$ cat src/rtl/orbtrace_cmd_pkg.sv
// Shared constants, state encoding and helpers for the host command decoder.
package orbtrace_cmd_pkg;

    localparam logic [7:0] SYNC_BYTE      = 8'hA5;
    localparam logic [7:0] ACK_BYTE       = 8'h06;
    localparam logic [7:0] NAK_BYTE       = 8'h15;

    localparam logic [7:0] CMD_SET_WIDTH  = 8'h01;
    localparam logic [7:0] CMD_SET_ENABLE = 8'h02;
    localparam logic [7:0] CMD_PING       = 8'h03;

    typedef enum logic [2:0] {
        IDLE, CMD, LEN, PAYLOAD, CHK, EXEC, RESP
    } state_t;

    function automatic logic [7:0] sat_inc(input logic [7:0] v);
        return (v == 8'hFF) ? v : v + 8'd1;
    endfunction

    // Unused payload slots are cleared at SYNC, so they drop out of the XOR.
    function automatic logic [7:0] frame_xor(
        input logic [7:0]      cmd,
        input logic [7:0]      len,
        input logic [3:0][7:0] pl
    );
        return cmd ^ len ^ pl[0] ^ pl[1] ^ pl[2] ^ pl[3];
    endfunction

endpackage

$ cat src/rtl/cmd_timer.sv
// Inter-byte gap timer: expired pulses on the TIMEOUT_CYCLES-th idle run cycle.
module cmd_timer #(
    parameter int TIMEOUT_CYCLES = 48_000
) (
    input  logic clkOut,
    input  logic rst,
    input  logic i_clear,
    input  logic i_run,
    output logic o_expired
);

    localparam int            CW   = $clog2(TIMEOUT_CYCLES + 1);
    localparam logic [CW-1:0] LAST = CW'(TIMEOUT_CYCLES - 1);

    logic [CW-1:0] r_count;

    always_ff @(posedge clkOut) begin
        if (rst || i_clear || !i_run) begin
            r_count <= '0;
        end else begin
            r_count <= r_count + 1'b1;
        end
    end

    // A byte in the expiry cycle wins, so clear masks the pulse.
    assign o_expired = i_run && !i_clear && (r_count == LAST);

endmodule

$ cat src/rtl/uart_cmd_decode.sv
// Host-to-probe command decoder: parses framed UART commands, updates
// trace configuration and returns one ACK/NAK byte per validated frame.
module uart_cmd_decode
    import orbtrace_cmd_pkg::*;
#(
    parameter int TIMEOUT_CYCLES = 48_000,
    parameter int MAX_LEN        = 4
) (
    input  logic       clkOut,
    input  logic       rst,
    input  logic       received,
    input  logic [7:0] rx_byte,
    input  logic       recv_error,
    output logic [2:0] width,
    output logic       traceEn,
    output logic       cmdStrobe,
    output logic       respValid,
    output logic [7:0] respByte,
    input  logic       respTaken,
    output logic [7:0] errCount
);

    state_t          r_state;
    logic [7:0]      r_cmd;
    logic [7:0]      r_len;
    logic [3:0][7:0] r_payload;
    logic [1:0]      r_idx;
    logic            r_chkOk;

    logic            w_run;
    logic            w_expired;
    logic            w_lenOk;
    logic            w_argOk;
    logic            w_exec;
    logic [7:0]      w_arg;

    assign w_run = (r_state == CMD) || (r_state == LEN) ||
                   (r_state == PAYLOAD) || (r_state == CHK);
    assign w_arg = r_payload[0];

    cmd_timer #(
        .TIMEOUT_CYCLES(TIMEOUT_CYCLES)
    ) u_timer (
        .clkOut   (clkOut),
        .rst      (rst),
        .i_clear  (received),
        .i_run    (w_run),
        .o_expired(w_expired)
    );

    always_comb begin
        w_lenOk = 1'b0;
        w_argOk = 1'b0;
        case (r_cmd)
            CMD_SET_WIDTH: begin
                w_lenOk = (r_len == 8'd1);
                w_argOk = (w_arg == 8'd1) || (w_arg == 8'd2) ||
                          (w_arg == 8'd4);
            end
            CMD_SET_ENABLE: begin
                w_lenOk = (r_len == 8'd1);
                w_argOk = 1'b1;
            end
            CMD_PING: begin
                w_lenOk = (r_len == 8'd0);
                w_argOk = 1'b1;
            end
            default: ;
        endcase
        w_exec = r_chkOk && w_lenOk && w_argOk;
    end

    always_ff @(posedge clkOut) begin
        if (rst) begin
            r_state   <= IDLE;
            r_cmd     <= 8'd0;
            r_len     <= 8'd0;
            r_payload <= '0;
            r_idx     <= 2'd0;
            r_chkOk   <= 1'b0;
            width     <= 3'd1;
            traceEn   <= 1'b1;
            cmdStrobe <= 1'b0;
            respValid <= 1'b0;
            respByte  <= 8'h00;
            errCount  <= 8'd0;
        end else begin
            cmdStrobe <= 1'b0;
            if (r_state == RESP) begin
                if (received || recv_error) begin
                    errCount <= sat_inc(errCount);
                end
                if (respTaken) begin
                    respValid <= 1'b0;
                    r_state   <= IDLE;
                end
            end else if (recv_error) begin
                r_state  <= IDLE;
                errCount <= sat_inc(errCount);
            end else if (r_state == EXEC) begin
                respValid <= 1'b1;
                r_state   <= RESP;
                if (w_exec) begin
                    respByte  <= ACK_BYTE;
                    cmdStrobe <= 1'b1;
                    if (r_cmd == CMD_SET_WIDTH) begin
                        width <= w_arg[2:0];
                    end
                    if (r_cmd == CMD_SET_ENABLE) begin
                        traceEn <= w_arg[0];
                    end
                end else begin
                    respByte <= NAK_BYTE;
                    errCount <= sat_inc(errCount);
                end
            end else if (received) begin
                unique case (r_state)
                    IDLE: begin
                        if (rx_byte == SYNC_BYTE) begin
                            r_payload <= '0;
                            r_state   <= CMD;
                        end
                    end
                    CMD: begin
                        r_cmd   <= rx_byte;
                        r_state <= LEN;
                    end
                    LEN: begin
                        r_len <= rx_byte;
                        r_idx <= 2'd0;
                        if (rx_byte > 8'(MAX_LEN)) begin
                            respValid <= 1'b1;
                            respByte  <= NAK_BYTE;
                            errCount  <= sat_inc(errCount);
                            r_state   <= RESP;
                        end else if (rx_byte == 8'd0) begin
                            r_state <= CHK;
                        end else begin
                            r_state <= PAYLOAD;
                        end
                    end
                    PAYLOAD: begin
                        r_payload[r_idx] <= rx_byte;
                        r_idx            <= r_idx + 2'd1;
                        if (({6'd0, r_idx} + 8'd1) == r_len) begin
                            r_state <= CHK;
                        end
                    end
                    CHK: begin
                        r_chkOk <= (rx_byte ==
                                    frame_xor(r_cmd, r_len, r_payload));
                        r_state <= EXEC;
                    end
                    default: ;
                endcase
            end else if (w_expired) begin
                r_state  <= IDLE;
                errCount <= sat_inc(errCount);
            end
        end
    end

endmodule

$ cat config.mk
export PLATFORM = sky130hd
export DESIGN_NAME = uart_cmd_decode
export DESIGN_NICKNAME = d
export VERILOG_FILES = /design/src/rtl/orbtrace_cmd_pkg.sv /design/src/rtl/cmd_timer.sv /design/src/rtl/uart_cmd_decode.sv
export SDC_FILE = /design/constraint.sdc
export NUM_CORES = 1
export LEC_CHECK = 0
export ABC_AREA = 1
export CAP_MARGIN = 30
export CORE_MARGIN = 2
export CORE_UTILIZATION = 35
export DETAILED_ROUTE_END_ITERATION = 8
export SLEW_MARGIN = 20
export SYNTH_ARGS = -nofsm -noshare
export SYNTH_HDL_FRONTEND = slang
export SYNTH_SLANG_ARGS = --single-unit
$ cat constraint.sdc
create_clock -name clkOut -period 1.65 [get_ports clkOut]
set_clock_uncertainty 0.1 [all_clocks]
set_input_delay 0.2475 -clock clkOut [delete_from_list [all_inputs] [get_ports clkOut]]
set_output_delay 0.2475 -clock clkOut [all_outputs]
set_load 0.01 [all_outputs]
Yosys cells after proc, flatten, opt, wreduce, memory -nomap -nowiden --
Cells that the tools add are included.
Word-level totals: input bits 13, bits in registers 92, output and inout bits 22, word-level logic and storage cells 142
Cells by class: order comparisons 3, muxes and demuxes 42, bitwise operators 8, $add $sub $neg 4, reductions and logical operators 41, eq/ne operators 28
Operator list (number):
- 8-bit two-way mux | 15
- 32-bit one-hot mux with 2 select lines | 1
- 5-bit AND reduction | 10
- 8-bit XOR | 5
- 32-bit bitwise mux | 1
- 32-bit two-way mux | 1
- 3-bit two-way mux | 10
- 8-bit by 1-bit == test with 1-bit output (second input constant) | 3
- 8-bit by 2-bit == test with 1-bit output (second input constant) | 3
- 16-bit by 1-bit adder with 16-bit output (second input constant) | 1
- 8-bit demux with 2-bit select | 1
- 16-bit == test (second input constant) | 1
- 8-bit == test (second input constant) | 2
- 8-bit zero test | 2
- 3-bit one-hot mux with 5 select lines | 1
- 5-bit by 1-bit inequality test with 1-bit output (second input constant) | 2
- 2-bit nonzero test | 5
- 3-bit == test (second input constant) | 3
- 9-bit by 1-bit inequality test with 1-bit output (second input constant) | 1
- 3-bit nonzero test | 3
- 8-bit by 1-bit adder with 8-bit output (second input constant) | 1
- 3-bit by 8-bit == test with 1-bit output | 1
- 8-bit by 3-bit == test with 1-bit output (second input constant) | 1
- 8-bit == test | 1
- other kinds (25) | 51

Longest topological paths before layout --
Gate-level depths: netlist of run 1.
word-level depth 11, depth in mapped cells 14

Cells and area by module --
Synthesis of run 1 repeated with hierarchy kept, for this count alone.
Unflattened totals: cells, all modules 740, area, all modules 4902.2 um^2
Modules (own cells, without submodules):
- uart_cmd_decode | sequential area each 1421.4 um^2, cells each 619, instances 1, area an instance 4080.2 um^2
- cmd_timer | sequential area each 320.3 um^2, cells each 121, instances 1, area an instance 822.0 um^2

Worst setup path after synthesis of run 1 --
Ideal clock, no wire load.
kind reg-to-reg, start register u_timer.r_count[0], end register u_timer.r_count[14], stages on the path, launching flop included 13, buffers on the path 0, required time 1431 ps, slack -109 ps, library setup time 119 ps, period minus slack after synthesis 1759 ps, arrival 1540 ps, cells stage by stage dfxtp_1 ha_1 nand2_1 inv_1 nand2_1 nor2_1 nand2_1 nor2_1 nand2_1 nor3_1 nand2_1 o21ai_0 a21oi_1
Between the ends: longest elaborated chain between the ends 1
RTL lines:
- start, declared | RTL line cmd_timer.sv:15 | logic [CW-1:0] r_count;
- start signal, assigned | RTL line cmd_timer.sv:21 | r_count <= r_count + 1'b1;
- 16-bit by 1-bit adder with 16-bit output | RTL line cmd_timer.sv:21
No other way between the ends. A chain may end at the register's enable or synchronous reset.

Worst setup path after layout of run 1 --
start register r_cmd[3], end register errCount[0]
Between the ends: longest elaborated chain between the ends 7, elaborated cells on any way between the ends 11
RTL lines:
- start, declared | RTL line uart_cmd_decode.sv:24 | logic [7:0] r_cmd;
- start signal, assigned | RTL line uart_cmd_decode.sv:125 | r_cmd <= rx_byte;
- 8-bit by 1-bit == test with 1-bit output / 8-bit by 2-bit == test with 1-bit output (equally long branches) | RTL line uart_cmd_decode.sv:54 | case (r_cmd)
- 2-bit OR reduction (no source line)
- 1-bit one-hot mux with 2 select lines | RTL line uart_cmd_decode.sv:54
- 1-bit logical AND | RTL line uart_cmd_decode.sv:70 | w_exec = r_chkOk && w_lenOk && w_argOk;
- 1-bit logical AND (*) | RTL line uart_cmd_decode.sv:70
- 4-bit inequality test (no source line) (*)
- 5-bit AND reduction (no source line) (*)
- end signal, assigned | RTL line uart_cmd_decode.sv:91 | errCount <= sat_inc(errCount);
- end signal, assigned | RTL line uart_cmd_decode.sv:99 | errCount <= sat_inc(errCount);
- end signal, assigned | RTL line uart_cmd_decode.sv:114 | errCount <= sat_inc(errCount);
- end, declared | RTL line uart_cmd_decode.sv:20 | output logic [7:0] errCount
Mark *: on every way between the ends. The rest lies on a longest branch, timed or not.

==> results.txt, run 1 <==
The logs give 3280 µm² for the total area of multi-input combinational cells and 4857 for the number of global-route vias before repair. The worst-case IR drop observed on VDD is 0.892 mV. After synthesis, the most frequently instantiated cells are 238 x sky130_fd_sc_hd__nand2_1, 90 x sky130_fd_sc_hd__inv_1, 87 x sky130_fd_sc_hd__dfxtp_1, 87 x sky130_fd_sc_hd__nand3_1, 74 x sky130_fd_sc_hd__a21oi_1.

The detailed-route DRC error count is 0, and the required time of the worst setup path is 1.83 ns. For the number of synthesis warnings, the log shows 0. In the final design database the tool counted 983 nets.

The largest family of logic cells by synthesized area is simple AND/OR/NAND/NOR gates. I/O pin count: 35. The count of maximum capacitance violations came out at 0. The run gives -0.491 ns as the minimum setup slack after placement.

The worst-skew pair later-pin latency is 0.35 ns, and the final hold violation count is 0. After floorplanning, the core was sized to cover 13900 µm². The post-route clock period utilization was 1.09.

The global-route usage over all layers is 0.201. Most area-hungry cell type in the Yosys netlist: sky130_fd_sc_hd__dfxtp_1. The part of the Yosys area used for sequential elements is 0.351, and the cell area after technology mapping is 4970 µm². The cell area after layout was 7680 µm²; the highest clock rate was 0.557 GHz. The first global-routing pass estimated 23.7 mm of wire. The die boundary width was 123 µm; the number of antenna cells inserted was 0.

The min-delay analysis places its worst path in the category in2reg. The max-slew headroom at the worst pin was 0.617. The global-route congestion overflow total was 0; the number of buffers inserted during clock tree synthesis was 9. The proportion of register bits with asynchronous set or reset after synthesis was 0; the row count was 43. TritonCTS built the clock tree.

The routed layout has 5518 vias. Once detail routing completed, the nets flagged for antenna violations numbered 0. The maximum net fanout on the critical path is 8. On the final layout, the worst hold slack is 0.251 ns. The fraction of the mapped netlist area in compound gates came out at 0.131.

The proportion of synthesized area in mux cells works out to 0. The die covers 15200 µm². Average via count per standard cell: 4.80. The flow ran to the end, but the final reports show violations. For the number of buffers added to fix hold violations after cts, the log shows 0. At the pin with the least slew margin, the transition time is 0.575 ns. The analysis attributes to cell leakage a power of 3.39 nW.

The post-synthesis xor/xnor area fraction is 0.0247, and the number of design-rule violations left by the first detailed-router iteration is 325. The count of flip-flops with a built-in enable after synthesis came out at 0. The area share of the leading cell type in the synthesized netlist came out at 0.351. STA puts the critical path data arrival time at 1.97 ns. The clock-pin slew on the worst setup and hold paths was 0.06 ns.

The run gives 33 as the number of library cell types mapped by synthesis. The worst setup slack after layout is -0.145 ns, and the layout overhead on the synthesized area is 54.7%. Leaving out filler cells and counting taps, the final layout contains 1149.

The count of buffers inserted at the top-level ports works out to 30. The simple-gate area share of the yosys netlist is 0.370. CTS placed an instance of sky130_fd_sc_hd__clkbuf_16 at the clock tree root. The final reports fail on negative setup slack. Counting flops and latches in the post-synthesis netlist gives 87. Summing all placed instances gives a cell area of 6420 µm². The run gives 0 as the initial antenna violation count. Setup repair after global routing could not meet its margin everywhere. After detailed placement, the design holds a cell count of 1105. The vertical extent of the die came out at 123 µm. The worst setup path is captured at a flip-flop. The mean instance size in the synthesized netlist came out at 6.36 µm². The number of inserted filler cells in the final layout is 1291. STA classifies the critical path startpoint as a flip-flop. Sorting the synthesized cells by area gives the leading types as sky130_fd_sc_hd__dfxtp_1 35%, sky130_fd_sc_hd__nand2_1 18%, sky130_fd_sc_hd__nand3_1 8.8%, sky130_fd_sc_hd__a21oi_1 7.5%, sky130_fd_sc_hd__inv_1 6.8%. The total length of routed wires was 15.1 mm; the effective utilization at floorplan was 0.358. The congestion estimate from routability-driven global placement came to 0.883. The worst setup path category is reg2reg. In this run the number of H-tree levels came out at 3. The tools report the sequential cell area as 1770 µm².

The number of clock sinks was 87; the number of instances in the synthesized netlist was 781. By instance count, the leading cell after synthesis is sky130_fd_sc_hd__nand2_1. The count of TritonRoute iterations in the first routing pass is 5. After legalization and detailed placement, the total HPWL measured 10.2 mm. The share of synthesized cell area in full adder, half adder and majority cells was 0.0151.

Among all flip-flop cells after synthesis, the most frequent one is sky130_fd_sc_hd__dfxtp_1. In the final routed layout, each cell accounts on average for 13.2 µm. Final critical delay including setup and external delays: 1.80 ns.

The number of buffers on the longest clock path is 2, and the final count of pins violating max slew is 0. The count of endpoints failing setup in the final report came out at 52. For this design the ratio of total power to cell area is 659 nW/µm². Entering global routing, the biggest net connects 48 pins.

The share of layout cells above drive strength 1 was 0.332.
## per-layer routing
metal  share of wire  wire [µm]  up-vias  GRT usage
met3           0.044        658       19     0.0470
met2            0.49       7340      103      0.328
met5               0          0        -          0
li1                -          -     2871          -
met4           0.016        239        0     0.0504
met1            0.46       6890     2525      0.267
## metrics by stage
step / TNS, ns / utilization / power [W]
finish: -3.58 / 0.554 / 0.00506
global route: -8.74 / 0.554 / 0.00525
CTS: -3.33 / 0.527 / 0.00505
detailed placement: -27.68 / 0.462 / 0.00271
global placement: -26.42 / 0.462 / 0.00271
floorplan: -0.0523 / - / 0.00247
## placed cells by master (no fill, tap or decap), drive strengths merged
cell type and count:
xnor2 5, o211a 1, nor2 56, nor3 20, xor2 9, nand3 88, a211oi 1, nand3b 7
buf 168, nor4 2, nor3b 2, a21oi 74, or2 2, o21ai 42, clkdlybuf4s50 13, o21a 4
bufinv 2, dlymetal6s2s 2, clkinv 1, dfxtp 87, conb 4, clkbuf 13, nand2 239, ha 6
a31oi 1, nand4 7, dlygate4sd2 14, inv 99
## cells by family after synthesis
family / count (synthesis)
flops: 87
xor+xnor: 14
fa+ha+maj: 6
other cells: 1
buf+inv: 127
simple gates: 423
compound gates: 123
## report_power, final
part	switching (W)	total [W]	internal [W]
clock network	0.000858	0.00227	0.00141
logic	0.000371	0.000656	0.000285
registers	0.0000209	0.00214	0.00212
total	0.00125	0.00506	0.00381
## path summary, 6_finish.rpt
kind | cells after the start | slack [ns] | startpoint | to
hold reg to reg | 2 | 0.37 | width[0] | width[0]
setup / recovery | 10 | -0.15 | r_cmd[3] | errCount[0]
setup reg to reg | 10 | -0.15 | r_cmd[3] | errCount[0]
hold / removal | 4 | 0.25 | rst | r_state[0]
## worst max-delay path, cell delays in order, from the launching register on
cell and delay (ns):
sky130_fd_sc_hd__dfxtp_1 0.31, sky130_fd_sc_hd__inv_1 0.07, sky130_fd_sc_hd__nand2_1 0.17, sky130_fd_sc_hd__o21ai_1 0.19, sky130_fd_sc_hd__nand4_1 0.13, sky130_fd_sc_hd__nor2_2 0.17
sky130_fd_sc_hd__nand3_4 0.15, sky130_fd_sc_hd__buf_8 0.17, sky130_fd_sc_hd__nand2_8 0.08, sky130_fd_sc_hd__nand2_1 0.07, sky130_fd_sc_hd__a21oi_2 0.10
## layout make-up
type	count	area share
Clock buffer	13	0.0339
Clock inverter	3	0.00847
Inverter	99	0.0506
Multi-Input combinational cell	570	0.427
Sequential cell	87	0.230
Tap cell	180	0.0293
Timing Repair Buffer	197	0.221
## registers in the layout, indices dropped and copies added (netlist names)
signal	count
cmdStrobe	1
errCount	8
r_chkOk	1
r_cmd	8
r_idx	2
r_len	8
r_payload	24
r_state	3
respByte	3
respValid	1
traceEn	1
u_timer.r_count	16
w_arg	8
width	3
## repair_timing
action,in CTS,in global routing
endpoints found under the hold margin,0,0
cloned,3,0
pin swaps,45,43
buffers inserted,22,12
gates resized for setup,116,107
setup endpoints to repair,75,74
Note: power is estimated with default switching activity, not from simulation.
==> run 2: changes to the inputs <==
--- a/config.mk
+++ b/config.mk
@@ -6,6 +6,7 @@
 export NUM_CORES = 1
 export LEC_CHECK = 0
 export ABC_AREA = 1
+export ABC_CLOCK_PERIOD_IN_PS = 1650
 export CAP_MARGIN = 30
 export CORE_MARGIN = 2
 export CORE_UTILIZATION = 35
==> results of run 2 <==
Final layout, timing and power as in run 1 (identical DEF).
==> variant 1 (settings of run 1) <==
`TIMEOUT_CYCLES` is set to 48_000 in 2 places; all go to 192_000.
--- a/src/rtl/cmd_timer.sv
+++ b/src/rtl/cmd_timer.sv
@@ -1,6 +1,6 @@
 // Inter-byte gap timer: expired pulses on the TIMEOUT_CYCLES-th idle run cycle.
 module cmd_timer #(
-    parameter int TIMEOUT_CYCLES = 48_000
+    parameter int TIMEOUT_CYCLES = 192_000
 ) (
     input  logic clkOut,
     input  logic rst,
--- a/src/rtl/uart_cmd_decode.sv
+++ b/src/rtl/uart_cmd_decode.sv
@@ -3,7 +3,7 @@
 module uart_cmd_decode
     import orbtrace_cmd_pkg::*;
 #(
-    parameter int TIMEOUT_CYCLES = 48_000,
+    parameter int TIMEOUT_CYCLES = 192_000,
     parameter int MAX_LEN        = 4
 ) (
     input  logic       clkOut,
Function: same outputs for any inputs over 4 cycles, from zero or initial values and one cycle with rst high; that may be too few to reach the edited logic, so the function may still have changed.
==> variant 1 against run 1 <==
- the flow still finishes with violations (setup timing)
- area after synthesis rose by 2.2%
- core utilization increased by 0.088 points
- worst hold slack gained 0.035 ns
- global-route usage shrank 1.1 points
- combinational power shrank 7.6%
- wire length about the same
- power is 2.5% higher
- sequential cell count is 2 higher
- worst setup slack gained 0.073 ns
- largest power group unchanged
- cell count is 1.9% higher
- synthesized cell count grew 2.2%
- cell area increased by 3.7%
==> variant 1: results <==
export IMPL_status="finished with violations"
export IMPL_setup_violations=38
export IMPL_fillers=1352
export IMPL_swShare_pct=24.0
export IMPL_drive_gt1_share_pct=41.1
export IMPL_met1_usage_pct=24.5
export IMPL_cp_slowest_cell="dfxtp_4"
export IMPL_seq_share_pct=22.8
export IMPL_grtUsageTotal_pct=19.0
export IMPL_synth_fa_ha_area_share_pct=1.48
export IMPL_p_leak_uw=0.00354
export IMPL_pg_clk_uw=2400
export IMPL_pre_cts_ws_ns=-0.611
export IMPL_grt_use_met3_pct=3.39
export IMPL_place_inst=1140
export IMPL_rr_endpoint="w_arg[1]"
export IMPL_synth_xor_xnor_area_share_pct=2.59
export IMPL_pwr_share_seq_pct=42.1
export IMPL_met2WireLength_um=7440
export IMPL_holdPathStages=3
export IMPL_wl_met1_um=6910
export IMPL_dp_hpwl_um=10700
export IMPL_drtPass1Iterations=4
export IMPL_routed_via_density=4.74
export IMPL_clkCellAreaFrac_pct=4.33
export IMPL_yosys_top_cells_count="nand2_1, dfxtp_1, inv_1"
export IMPL_multi_input_cells=592
export IMPL_grt_first_pass_wirelength_um=24000
export IMPL_dpl_instance_area_sq_um=6680
export IMPL_biggestRegsByFlops="r_payload (24), u_timer.r_count (18)"
export IMPL_synth_compound_area_share_pct=11.8
export IMPL_globalRouteMet2Util_pct=32.8
export IMPL_final_nets=1001
export IMPL_worst_slack_ns=-0.0722
export IMPL_gp_congestion=0.800
export IMPL_wl_met3_um=539
export IMPL_buf_share_pct=20.7
export IMPL_critPathMaxStageDelay_ns=0.40
export IMPL_inverters=95
export IMPL_violations="setup timing"
export IMPL_whs_endpoint="respValid"
export IMPL_n_all_buffers=195
export IMPL_instances_no_fill=1171
export IMPL_hold_slack_ns=0.286
export IMPL_r2r_start="r_state[1]"
export IMPL_synth_seq_cells=89
export IMPL_drt_iter0_drc=306
export IMPL_critical_path_arrival_ns=1.91
export IMPL_nClkBuffers=11
export IMPL_yosys_top_cells_area="dfxtp_1, nand2_1, a21oi_1, inv_1, nand3_1"
export IMPL_area_growth_pct=56.8
## variant 1: cell types whose count changed after synthesis, sizes merged, moves of 3 or more
cell    delta
buf        -4
nor2      +15
nand3     -25
nand2     +38
nor3       -4
o21ai      -8
inv        -4
nor3b      +5
nand3b     -3
## variant 1: worst max path at each step
stage | to | slack (ns) | depth (start not counted)
5_1_grt | errCount[5] | -0.18 | 11
3_3_place_gp | errCount[0] | -0.56 | 11
6_report | w_arg[1] | -0.07 | 9
2_1_floorplan | errCount[1] | -0.02 | 12
4_1_cts | errCount[1] | -0.07 | 12
3_5_place_dp | errCount[0] | -0.61 | 11
## variant 1: cells by family after synthesis
logic type / Yosys count
AO/OA/AOI/OAI: 115
XOR/XNOR: 15
adder cells (fa/ha/maj): 6
buffers and inverters: 120
flip-flops: 89
other: 1
AND/OR/NAND/NOR: 452
## variant 1: timing repair
action,CTS,global route
gates cloned,0,0
pin swaps,33,61
endpoints found under the setup margin,67,80
resized for setup,103,170
setup buffers,5,10
hold buffers,0,0
==> variant 2 (config.mk and constraints of run 1) <==
Without the edit above. Put one more register stage on the output `width`, with the module's reset. The value now appears one clock later. The other outputs are not delayed to match.
--- a/src/rtl/uart_cmd_decode.sv
+++ b/src/rtl/uart_cmd_decode.sv
@@ -19,6 +19,8 @@
     input  logic       respTaken,
     output logic [7:0] errCount
 );
+
+    logic [2:0] width_s0;
 
     state_t          r_state;
     logic [7:0]      r_cmd;
@@ -78,7 +80,7 @@
             r_payload <= '0;
             r_idx     <= 2'd0;
             r_chkOk   <= 1'b0;
-            width     <= 3'd1;
+            width_s0  <= 3'd1;
             traceEn   <= 1'b1;
             cmdStrobe <= 1'b0;
             respValid <= 1'b0;
@@ -104,7 +106,7 @@
                     respByte  <= ACK_BYTE;
                     cmdStrobe <= 1'b1;
                     if (r_cmd == CMD_SET_WIDTH) begin
-                        width <= w_arg[2:0];
+                        width_s0 <= w_arg[2:0];
                     end
                     if (r_cmd == CMD_SET_ENABLE) begin
                         traceEn <= w_arg[0];
@@ -160,5 +162,13 @@
         end
     end
 
+    always_ff @(posedge clkOut) begin
+        if (rst) begin
+            width <= '0;
+        end else begin
+            width <= width_s0;
+        end
+    end
+
 endmodule
 
Check against the original RTL: not equivalent (Yosys sat finds a counterexample within 4 cycles, from zero or initial values and one cycle with rst high).
==> variant 2 against run 1 <==
- the flow still finishes with violations (setup timing)
- wire length up 1.3%
- area after synthesis up 0.60%
- cell area down 0.62%
- synthesized cell count is 1.0% higher
- worst hold slack better by 0.023 ns
- worst setup slack got worse by 0.034 ns
- non-clock buffer count shrank 10
- via count grew 0.76%
- cell count did not move
- sequential cell count up 3
- power fell by 2.6%
- maximum frequency is 1.9% lower
- largest power group is now registers
==> variant 2: results <==
export IMPL_status="finished with violations"
export IMPL_globalRouteMet2Util_pct=34.7
export IMPL_grt_pass1_vias=5209
export IMPL_critPathMaxStageDelay_ns=0.39
export IMPL_dp_hpwl_um=10200
export IMPL_fin_setup_tns_ns=-5.89
export IMPL_wl_met3_um=757
export IMPL_cts_buffer_depth=2
export IMPL_yosysSeqAreaShare_pct=36.0
export IMPL_pre_cts_ws_ns=-0.721
export IMPL_peakVddDrop_mv=0.676
export IMPL_setup_violations=61
export IMPL_worst_slew_pin_slew_ns=0.610
export IMPL_synthDistinctLibCells=36
export IMPL_violations="setup timing"
export IMPL_drt_iter0_drc=301
export IMPL_grtUsageTotal_pct=20.6
export IMPL_grt_first_pass_wirelength_um=24500
export IMPL_met2WireLength_um=7170
export IMPL_p_int_uw=3610
export IMPL_dpl_instance_area_sq_um=6470
export IMPL_place_inst=1108
export IMPL_vias=5560
export IMPL_p_leak_uw=0.00344
export IMPL_grt_use_met3_pct=4.29
export IMPL_gp_congestion=0.848
export IMPL_synth_area_per_cell_sq_um=6.34
export IMPL_critical_path_arrival_ns=1.94
export IMPL_worst_slack_ns=-0.180
export IMPL_cp_slowest_cell="dfxtp_4"
export IMPL_wl_met1_um=6980
export IMPL_path_max_fanout=6
export IMPL_drtPass1Iterations=5
export IMPL_wirelength_um=15300
export IMPL_met1_usage_pct=26.0
export IMPL_routed_via_density=4.84
export IMPL_path_clk_slew_ns=0.06
export IMPL_yosys_top_cells_count="nand2_1, inv_1, dfxtp_1"
export IMPL_clock_latency_ns=0.35
export IMPL_drive_gt1_share_pct=35.5
export IMPL_yosys_top_cells_area="dfxtp_1, nand2_1, nand3_1, inv_1, a21oi_1"
export IMPL_hold_class="input port to flop"
export IMPL_grt_max_degree=48
## variant 2: cell families (layout without fill, tap and decap cells)
family / after synthesis / in the layout / synth area share, %
other cells: 1 / 4 / 0.0750
simple gates: 451 / 451 / 38.7
buf+inv: 126 / 303 / 10.4
compound gates: 100 / 100 / 10.6
xor+xnor: 15 / 15 / 2.63
fa+ha+maj: 6 / 6 / 1.50
flops: 90 / 90 / 36.0
## variant 2: layout make-up
| cell class | count | area (sq um) |
|---|---|---|
| clock buffers | 13 | 250 |
| clock inverters | 3 | 15.0 |
| fillers | 1355 | 6300 |
| inverters | 100 | 390 |
| multi-input cells | 576 | 3290 |
| flip-flops and latches | 90 | 1840 |
| well taps | 180 | 225 |
| repair buffers | 187 | 1630 |
## variant 2: timing repair
item | in CTS | in global routing
setup endpoints to repair | 66 | 78
cloned | 3 | 2
setup buffers | 13 | 11
pin swaps | 38 | 56
resized for setup | 108 | 119
## variant 2: through the flow
step	total power [uW]	utilization (%)
after floorplan	2610	-
final	4930	54.8
after global placement	2910	46.4
after detailed placement	2910	46.4
after CTS	4930	52.1
after global routing	5150	54.8
## variant 2: path summary, 6_finish.rpt
kind,startpoint,end,slack [ns],cells past startpoint
hold reg to reg,width_s0[0],width[0],0.33,2
hold / removal,rst,width_s0[0],0.27,3
setup / recovery,r_state[0],r_payload[11],-0.18,13
setup reg to reg,r_state[0],r_payload[11],-0.18,13
## variant 2: power by group through the flow
stage / combinational [uW] / clock, uW / sequential (uW)
2_1_floorplan: 325 / 0 / 2280
3_3_place_gp: 630 / 0 / 2280
3_5_place_dp: 629 / 0 / 2280
4_1_cts: 728 / 1960 / 2230
5_1_grt: 849 / 2060 / 2240
6_report: 780 / 1920 / 2230
